`config.mk`:
```
export PLATFORM = sky130hd
export DESIGN_NAME = lsu_resp_unit
export DESIGN_NICKNAME = d
export VERILOG_FILES = /design/src/rtl/cpu_pkg.sv /design/src/rtl/lsu_req_fifo.sv /design/src/rtl/lsu_resp_unit.sv
export SDC_FILE = /design/constraint.sdc
export NUM_CORES = 1
export LEC_CHECK = 0
export CAP_MARGIN = 20
export CELL_PAD_IN_SITES_DETAIL_PLACEMENT = 1
export CELL_PAD_IN_SITES_GLOBAL_PLACEMENT = 2
export CORE_MARGIN = 1
export CORE_UTILIZATION = 31
export DETAILED_ROUTE_END_ITERATION = 7
export PLACE_DENSITY = 0.88
export SLEW_MARGIN = 5
export SYNTH_ARGS = -nofsm -noshare
export SYNTH_HDL_FRONTEND = slang
export SYNTH_HIERARCHICAL = 1
export SYNTH_SLANG_ARGS = --single-unit
```
`constraint.sdc`:
```
create_clock -name clk -period 3.3 [get_ports clk]
set_input_delay 0.33 -clock clk [delete_from_list [all_inputs] [get_ports clk]]
set_output_delay 0.33 -clock clk [all_outputs]
set_load 0.05 [all_outputs]
```
`src/rtl/cpu_pkg.sv`:
```
// Shared LSU types: queued access descriptor, size encodings and the
// load-result alignment function used at writeback.
package cpu_pkg;

    typedef enum logic [1:0] {
        SZ_B = 2'd0,
        SZ_H = 2'd1,
        SZ_W = 2'd2
    } size_e;

    typedef struct packed {
        logic        wr;
        logic [1:0]  size;
        logic        uns;
        logic        ul;
        logic        ur;
        logic [1:0]  off;
        logic [31:0] old;
        logic [4:0]  waddr;
        logic        kill;
    } mem_req_t;

    // Little-endian lane extraction; LWL/LWR merge returned bytes into old rt.
    function automatic logic [31:0] load_align(input logic [31:0] rdata,
                                               input logic [31:0] old,
                                               input logic [1:0]  off,
                                               input logic [1:0]  size,
                                               input logic        uns,
                                               input logic        ul,
                                               input logic        ur);
        logic [31:0] res;
        logic [7:0]  b;
        logic [15:0] h;
        b   = rdata[{off, 3'b000} +: 8];
        h   = rdata[{off[1], 4'b0000} +: 16];
        res = rdata;
        if (ul) begin
            case (off)
                2'd0:    res = {rdata[7:0],  old[23:0]};
                2'd1:    res = {rdata[15:0], old[15:0]};
                2'd2:    res = {rdata[23:0], old[7:0]};
                default: res = rdata;
            endcase
        end else if (ur) begin
            case (off)
                2'd0:    res = rdata;
                2'd1:    res = {old[31:24], rdata[31:8]};
                2'd2:    res = {old[31:16], rdata[31:16]};
                default: res = {old[31:8],  rdata[31:24]};
            endcase
        end else if (size == SZ_B) begin
            res = {{24{b[7] & ~uns}}, b};
        end else if (size == SZ_H) begin
            res = {{16{h[15] & ~uns}}, h};
        end
        return res;
    endfunction

endpackage

```
`src/rtl/lsu_req_fifo.sv`:
```
// In-order queue of outstanding cache accesses with a bulk kill that marks
// every live entry so its response is dropped instead of written back.
module lsu_req_fifo
    import cpu_pkg::*;
#(
    parameter int DEPTH = 2
) (
    input  logic     clk,
    input  logic     resetn,
    input  logic     push,
    input  mem_req_t push_data,
    input  logic     pop,
    input  logic     kill,
    output mem_req_t head,
    output logic     full,
    output logic     empty
);
    localparam int AW = $clog2(DEPTH);

    mem_req_t         mem_q [DEPTH];
    logic [AW:0]      wptr_q;
    logic [AW:0]      rptr_q;
    logic [AW:0]      count;
    logic [AW-1:0]    rel;
    logic [DEPTH-1:0] in_use;

    assign empty = (wptr_q == rptr_q);
    assign full  = (wptr_q[AW] != rptr_q[AW]) && (wptr_q[AW-1:0] == rptr_q[AW-1:0]);
    assign count = wptr_q - rptr_q;
    assign head  = mem_q[rptr_q[AW-1:0]];

    // A slot is live when its distance from the read pointer is below the count.
    always_comb begin
        in_use = '0;
        rel    = '0;
        for (int i = 0; i < DEPTH; i++) begin
            rel       = AW'(i) - rptr_q[AW-1:0];
            in_use[i] = ({1'b0, rel} < count);
        end
    end

    always_ff @(posedge clk or negedge resetn) begin
        if (!resetn) begin
            wptr_q <= '0;
            rptr_q <= '0;
            for (int i = 0; i < DEPTH; i++) mem_q[i] <= '0;
        end else begin
            if (push && !full) begin
                mem_q[wptr_q[AW-1:0]] <= push_data;
                wptr_q                <= wptr_q + 1'b1;
            end
            if (pop && !empty) rptr_q <= rptr_q + 1'b1;
            if (kill) begin
                for (int i = 0; i < DEPTH; i++)
                    if (in_use[i]) mem_q[i].kill <= 1'b1;
            end
        end
    end

    assert property (@(posedge clk) disable iff (!resetn) !(pop && empty));

endmodule

```
`src/rtl/lsu_resp_unit.sv`:
```
// Issues AGU accesses to the data cache, tracks them in order and returns
// aligned/sign-extended load data through a registered writeback port.
module lsu_resp_unit
    import cpu_pkg::*;
#(
    parameter int DEPTH  = 2,
    parameter int ADDR_W = 32,
    parameter int DATA_W = 32
) (
    input  logic              clk,
    input  logic              resetn,
    input  logic              flush,
    input  logic              req_valid,
    input  logic [ADDR_W-1:0] req_addr,
    input  logic              req_wr,
    input  logic [1:0]        req_size,
    input  logic              req_uns,
    input  logic              req_ul,
    input  logic              req_ur,
    input  logic [DATA_W-1:0] req_wdata,
    input  logic [DATA_W-1:0] req_old,
    input  logic [4:0]        req_waddr,
    output logic              req_ready,
    output logic              d_req,
    output logic              d_wr,
    output logic [1:0]        d_size,
    output logic [ADDR_W-1:0] d_addr,
    output logic [3:0]        d_wstrb,
    output logic [DATA_W-1:0] d_wdata,
    input  logic              d_addr_ok,
    input  logic              d_data_ok,
    input  logic [DATA_W-1:0] d_rdata,
    output logic              wb_valid,
    output logic [4:0]        wb_addr,
    output logic [DATA_W-1:0] wb_data,
    output logic              busy
);
    mem_req_t          push_entry;
    mem_req_t          head;
    logic              full;
    logic              empty;
    logic              unaligned;
    logic [1:0]        off;
    logic              wb_valid_d, wb_valid_q;
    logic [4:0]        wb_addr_d, wb_addr_q;
    logic [DATA_W-1:0] wb_data_d, wb_data_q;

    // Handshake: a cache request is presented while req_valid, not full and not
    // flushing; it is accepted (and queued) only in a cycle where d_addr_ok is also high.
    assign d_req     = req_valid & ~full & ~flush;
    assign req_ready = d_req & d_addr_ok;

    assign off       = req_addr[1:0];
    assign unaligned = req_ul | req_ur;
    assign d_wr      = req_wr;
    assign d_addr    = unaligned ? {req_addr[ADDR_W-1:2], 2'b00} : req_addr;
    assign d_size    = unaligned ? SZ_W : req_size;

    always_comb begin
        d_wstrb = 4'hF;
        d_wdata = req_wdata;
        if (req_ul) begin
            d_wdata = req_wdata >> {2'd3 - off, 3'b000};
            case (off)
                2'd0:    d_wstrb = 4'b0001;
                2'd1:    d_wstrb = 4'b0011;
                2'd2:    d_wstrb = 4'b0111;
                default: d_wstrb = 4'b1111;
            endcase
        end else if (req_ur) begin
            d_wdata = req_wdata << {off, 3'b000};
            d_wstrb = 4'b1111 << off;
        end else if (req_size == SZ_B) begin
            d_wdata = {4{req_wdata[7:0]}};
            d_wstrb = 4'b0001 << off;
        end else if (req_size == SZ_H) begin
            d_wdata = {2{req_wdata[15:0]}};
            d_wstrb = 4'b0011 << off;
        end
    end

    assign push_entry = '{wr: req_wr, size: req_size, uns: req_uns, ul: req_ul,
                          ur: req_ur, off: off, old: req_old, waddr: req_waddr,
                          kill: 1'b0};

    lsu_req_fifo #(.DEPTH(DEPTH)) u_fifo (
        .clk       (clk),
        .resetn    (resetn),
        .push      (req_ready),
        .push_data (push_entry),
        .pop       (d_data_ok),
        .kill      (flush),
        .head      (head),
        .full      (full),
        .empty     (empty)
    );

    // A response popped in a flush cycle belongs to a squashed access as well.
    assign wb_valid_d = d_data_ok & ~empty & ~head.kill & ~head.wr & ~flush;
    assign wb_addr_d  = wb_valid_d ? head.waddr : wb_addr_q;
    assign wb_data_d  = wb_valid_d ? load_align(d_rdata, head.old, head.off, head.size,
                                                head.uns, head.ul, head.ur)
                                   : wb_data_q;

    always_ff @(posedge clk or negedge resetn) begin
        if (!resetn) begin
            wb_valid_q <= 1'b0;
            wb_addr_q  <= '0;
            wb_data_q  <= '0;
        end else begin
            wb_valid_q <= wb_valid_d;
            wb_addr_q  <= wb_addr_d;
            wb_data_q  <= wb_data_d;
        end
    end

    assign wb_valid = wb_valid_q;
    assign wb_addr  = wb_addr_q;
    assign wb_data  = wb_data_q;
    assign busy     = ~empty;

endmodule

```
Yosys cells after proc, flatten, opt, wreduce, memory -nomap -nowiden
Index checks and enable logic that the tools add are counted.
{ "op_classes": {"n_addsub": 6, "order_cmp": 5, "eq_ne": 9, "shifts": 7, "mux": 28, "bitwise": 18, "reduce_logical": 10} }
{ "op_table": {"columns": ["operator", "n"], "rows": [
  ["two-way mux 32 bit", 8],
  ["case mux 32 bit (3 select lines)", 2],
  ["two-way mux 46 bit", 4],
  ["bitwise mux 92 bit", 1],
  ["two-way mux 47 bit", 1],
  ["demux 46 bit (select 1 bit)", 1],
  ["indexed part select 32 x 6 -> 16 bit", 1],
  ["indexed part select 32 x 6 -> 8 bit", 1],
  ["left shift 32 x 5 -> 32 bit", 1],
  ["right shift 32 x 5 -> 32 bit", 1],
  ["two-way mux 4 bit", 4],
  ["case mux 4 bit (3 select lines)", 1],
  ["AND 1 bit", 9],
  ["== test 2 x 1 -> 1 bit (second input constant)", 4],
  ["zero test 2 bit", 4],
  ["NOT 1 bit", 6],
  ["adder 2 x 1 -> 2 bit (second input constant)", 2],
  ["== test 2 bit (second input constant)", 2],
  ["greater-or-equal comparator 2 bit (second input constant)", 2],
  ["logical AND 1 bit", 4],
  ["< comparator 1 x 2 -> 1 bit", 2],
  ["two-way mux 1 bit", 4],
  ["two-way mux 2 bit", 2],
  ["NOT 1 -> 2 bit", 2],
  ["other kinds (12)", 14]
]} }
{ "totals": {"regBits": 134, "input_bits": 145, "out_inout_bits": 112, "word_cells": 106} }

Depth between registers and ports, before layout
{ "depth": {"depth_word": 10, "ltp_mapped": 12, "ltp_nobuf": 10} }

Hierarchy
Netlist, hierarchy kept.
{ "modules_own_cells": {"columns": ["mod", "n_inst", "cells_each", "area_per_inst_um2", "seq_area_each_um2"], "rows": [
  ["lsu_resp_unit", 1, 675, 5238.8, 950.9],
  ["lsu_req_fifo", 1, 279, 4423.0, 2402.3]
]} }

Worst setup path after synthesis
No wires, ideal clock.
{ "synth_timing": {"path_kind": "flip-flop to flip-flop", "from": "register u_fifo.wptr_q[0]", "to": "register u_fifo/mem_q[10] (netlist bit)", "setup_ns": 0.125, "arrival_time_ns": 3.769, "t_required_ns": 3.175, "setup_slack_ns": -0.594, "stages_incl_launch_ff": 12, "n_path_buf": 2, "synth_period_minus_slack_ns": 3.894, "cell_sequence": "dfrtp_1 -> inv_1 -> ha_1 -> inv_1 -> nor2_1 -> nor3b_1 -> and2_1 -> nand2_1 -> a21oi_1 -> buf_2 -> buf_2 -> mux2_2"} }
{ "synth_via": {"elab_chain_cells": 7, "word_cells_on_any_way": 15, "cone_classes": "2 x order compare; 1 x eq/ne; 3 x mux; 5 x bitwise; 4 x reduce/logical"} }
{ "synth_rtl": {"columns": ["element", "line_no", "source"], "rows": [
  ["from (decl)", "lsu_req_fifo.sv:21", "logic [AW:0] wptr_q;"],
  ["from (signal assigned)", "lsu_req_fifo.sv:50", "wptr_q <= wptr_q + 1'b1;"],
  ["== test 1 bit", "lsu_req_fifo.sv:28", "assign full = (wptr_q[AW] != rptr_q[AW]) && (wptr_q[AW-1:0] == rptr_q[AW-1:0]);"],
  ["logical AND 1 bit", "lsu_req_fifo.sv:28", null],
  ["via full", "lsu_resp_unit.sv:40", "logic full;"],
  ["NOT 1 bit", "lsu_resp_unit.sv:50", "assign d_req = req_valid & ~full & ~flush;"],
  ["AND 1 bit (2 in a row)", "lsu_resp_unit.sv:50", null],
  ["via d_req", "lsu_resp_unit.sv:24", "output logic d_req,"],
  ["AND 1 bit", "lsu_resp_unit.sv:51", "assign req_ready = d_req & d_addr_ok;"],
  ["via req_ready", "lsu_resp_unit.sv:23", "output logic req_ready,"],
  ["logical AND 1 bit", "lsu_req_fifo.sv:48", "if (push && !full) begin"],
  ["to (signal, indexed assignment)", "lsu_req_fifo.sv:49", "mem_q[wptr_q[AW-1:0]] <= push_data;"],
  ["to (decl)", "lsu_req_fifo.sv:20", "mem_req_t mem_q [DEPTH];"]
]} }
The timed path passes the listed nets, and every way through them passes these cells.
A chain may end at the register's enable or synchronous reset.

Final worst setup path
{ "layout_timing": {"from": "register u_fifo.rptr_q[0]", "to": "output d_req"} }
{ "layout_via": {"elab_chain_cells": 5} }
{ "layout_rtl": {"columns": ["element", "line_no", "source"], "rows": [
  ["from (decl)", "lsu_req_fifo.sv:22", "logic [AW:0] rptr_q;"],
  ["from (signal assigned)", "lsu_req_fifo.sv:52", "if (pop && !empty) rptr_q <= rptr_q + 1'b1;"],
  ["== test 1 bit", "lsu_req_fifo.sv:28", null],
  ["logical AND 1 bit", "lsu_req_fifo.sv:28", null],
  ["via full", "lsu_resp_unit.sv:40", null],
  ["NOT 1 bit", "lsu_resp_unit.sv:50", null],
  ["AND 1 bit (2 in a row)", "lsu_resp_unit.sv:50", null],
  ["to (decl)", "lsu_resp_unit.sv:24", null]
]} }
The timed path passes the listed nets, and every way through them passes these cells.

==> impl_results.md <==
- DR iter-0 viols: ~650
- Clock Tree Buf Depth: 2
- First-pass GRT wire length: 50.8 mm
- Synth area leaders: dfrtp_1 35%, mux2_2 13%, mux2i_1 8.4%, mux2_4 6.2%, nand2_1 3.8%
- WP data arrival: 2.65 ns
- Post-synth EDFFs: 0
- # IOs: 257
- Critical path, cell by cell: ha_1, inv_1, nor2_1, nor3b_4, clkdlybuf4s50_1
- Die Y: 179 µm
- Syn_area_per_cell: around 10 µm²
- Core Area: 30,600 µm²
- Slew Limit Fails: 0
- Drt drc: 0
- Leakage: 5.41 nW
- Wire per inst: ~22 µm
- Placer Congestion: 0.864
- Post-synthesis cell type count: 56
- Post CTS Setup Buffer Count: 0
- Area Overhead vs Synth: 31.7%
- Final net count: 1,251
- Count of final setup violators: 0
- Vias per cell: about 5.5
- Crit-path max FO: 11
- Status: finished clean
- Minimum clock period: approximately 3 ns
- Die width: 179 µm
- Worst-case hold slack: 0.312 ns
- Antenna viol nets, final: 0
- Worst-Skew Late Latency: 0.42 ns
- Worst min path class: primary input to async pin
- F_max: ~340 MHz
- Kind of critical path: flip-flop to output port
- R2r setup slk: roughly 0.52 ns
- Commonest non-fill, non-tap cell in the layout: clkdlybuf4s50_1
- Crit-path slowest cell: clkdlybuf4s50_1
- Yosys warns: 6
- Detailed Place HPWL: 23.7 mm
- Worst Max-Slew Pin Slew: 1.04 ns
- PwrDens: 932 nW/µm²
- Synthesis-stage register bit count: 134
- I/O Buffers: 196
- Post-synth top flop: dfrtp_1
- Register area share after synthesis: 34.7%
- Site row count: 64
- Crit Reg-Reg Startpoint: u_fifo/rptr_q[0]$_DFFE_PN0P_
- Crit-path max cell delay: 0.84 ns
- Synth Cell Area: a little under 10,000 µm²
- Slew margin rel.: 30.4%
- Cell taking the most area after synthesis: dfrtp_1
- CP Launch Point: u_fifo/rptr_q[0]$_DFFE_PN0P_
- Final wirelength: 32.8 mm
- Clk sink count: around 130
- Worst Setup EP: d_req
- Ant diodes: 0
- Clock slew at reported path FFs: 0.06 ns
- Worst ir drop on vdd: 394 µV
- Yosys top cell area share: between 30% and 40%
- Startpoint Class: flip-flop
- Cells after Synth: 954
- Final Hold Violating Endpoints: 0
- Setup Skew: 0.0105 ns
- TritonRoute pass-1 iters: 7
- Grt ovf: 0
- FF-to-FF End: u_fifo/mem_q[20]$_DFFE_PN0P_
- RSZ-0062 raised after global routing: no
- Initial core utilization: a little under a third
- Async SR Flop Fraction: 100%
- Initial antenna violation count: 1
- Fin crit share: approximately nine tenths
- Tot GR Track Use: between 20% and 30%
- Largest net degree at the start of global routing: 111
- Max-cap viol count: 0
- Worst Path Required: 2.97 ns
- Root Buffer: clkbuf_16
- Die area: 31,900 µm²
- Worst Reg-to-Reg Cells: 9
- Vias in the first global route: 8,512
- Total CTS buffers: 17
- Fin Setup TNS: 0 ns
- Crit end category: output port
- CTS tree: built
- Total number of vias: 8,233
- H-tree depth: 4
- Share of layout cells above drive strength 1: 26.1%
- Leading cell types in the layout, fill and taps excluded: 153 x clkdlybuf4s50_1, 133 x dfrtp_1, 112 x mux2_2
[synthesized netlist by cell type, types with 6 or more instances]
cell type	n
a221o_1	11
a31oi_1	9
buf_4	39
clkbuf_1	33
dfrtp_1	134
a21oi_1	44
ha_1	9
o22ai_1	26
inv_1	18
a221oi_1	8
o211a_1	7
buf_1	9
buf_2	20
a32oi_1	10
nand2_1	98
a221oi_2	7
nand3_1	11
a222oi_1	8
o21ai_0	46
nor2_1	47
nor2b_1	20
o221ai_1	7
a22o_1	21
mux2_4	40
mux2i_1	81
buf_6	6
a211oi_1	11
mux2_2	112
nand2b_1	6
[critical path: cells and delay by family, from the launching register on]
family	cells	cell delay (ns)
adders and majority gates	1	0.40
buffers and inverters	2	1.02
DFF	1	0.51
and+or+nand+nor	2	0.30
[per-layer routing]
metal	wire length, µm	vias up	GRT usage, %
met4	668	2	5.86
met3	1650	45	3.37
li1	-	3784	-
met1	14500	4145	27.9
met5	12	-	0
met2	15900	257	33.9
[per-stage QoR]
stage,area (µm²),instances,power [mW],worst slack [ns],utilization [%]
finish,12700,1505,11.9,0.318,41.6
global route,12700,1505,12.6,0.187,41.6
CTS,12700,1503,11.9,0.0316,41.5
detailed placement,12100,1472,9.86,0.483,39.5
global placement,12100,1472,9.68,0.519,39.5
floorplan,9680,955,8.02,0.121,-
[report_power, final]
part / internal (mW) / total, mW / switching (mW) / leakage [nW]
Clock: 1.21 / 1.93 / 0.726 / 0.275
Sequential: 2.41 / 2.90 / 0.499 / 1.66
Combinational: 3.06 / 7.03 / 3.96 / 3.47
[registers in the layout (all words and copies together) (netlist names)]
| register | cells |
|---|---|
| u_fifo/wptr_q | 2 |
| wb_data | 32 |
| u_fifo/mem_q | 92 |
| wb_addr | 5 |
| u_fifo/rptr_q | 2 |
| wb_valid | 1 |
[worst min path at each step]
stage | end | slack (ns) | from
after floorplan | u_fifo/mem_q[0]$_DFF_PN0_ | 0.03 | resetn
after global placement | wb_addr[3]$_DFFE_PN0P_ | 0.46 | wb_addr[3]$_DFFE_PN0P_
after detailed placement | wb_addr[4]$_DFFE_PN0P_ | 0.47 | wb_addr[4]$_DFFE_PN0P_
after CTS | u_fifo/mem_q[64]$_DFFE_PN0P_ | 0.1 | resetn
after global routing | u_fifo/mem_q[17]$_DFFE_PN0P_ | 0.33 | resetn
final | u_fifo/mem_q[17]$_DFFE_PN0P_ | 0.31 | resetn
[repair_timing]
item                                   in CTS  in global routing
gates resized for setup                     0                  1
endpoints found under the hold margin       0                 17
hold buffers                                0                  1
setup endpoints to repair                   0                  1
[area by class of cell]
type,count,area (µm²)
Sequential cell,134,3350
Timing Repair Buffer,234,2630
Tap cell,396,495
Clock buffer,20,447
Clock inverter,11,154
Fill cell,3365,17900
Inverter,21,78.8
Multi-Input combinational cell,689,5570
[cell families (layout without fill, tap and decap cells)]
logic type | after synthesis | in the layout | share of synthesized area (%)
buf+inv | 132 | 286 | 8.04
xor+xnor | 4 | 4 | 0.440
flops | 134 | 134 | 34.7
simple gates | 200 | 200 | 9.32
fa+ha+maj | 9 | 9 | 1.17
mux | 239 | 239 | 29.0
other cells | 1 | 2 | 0.0388
compound gates | 235 | 235 | 17.3
(Power assumes the default switching activity.)
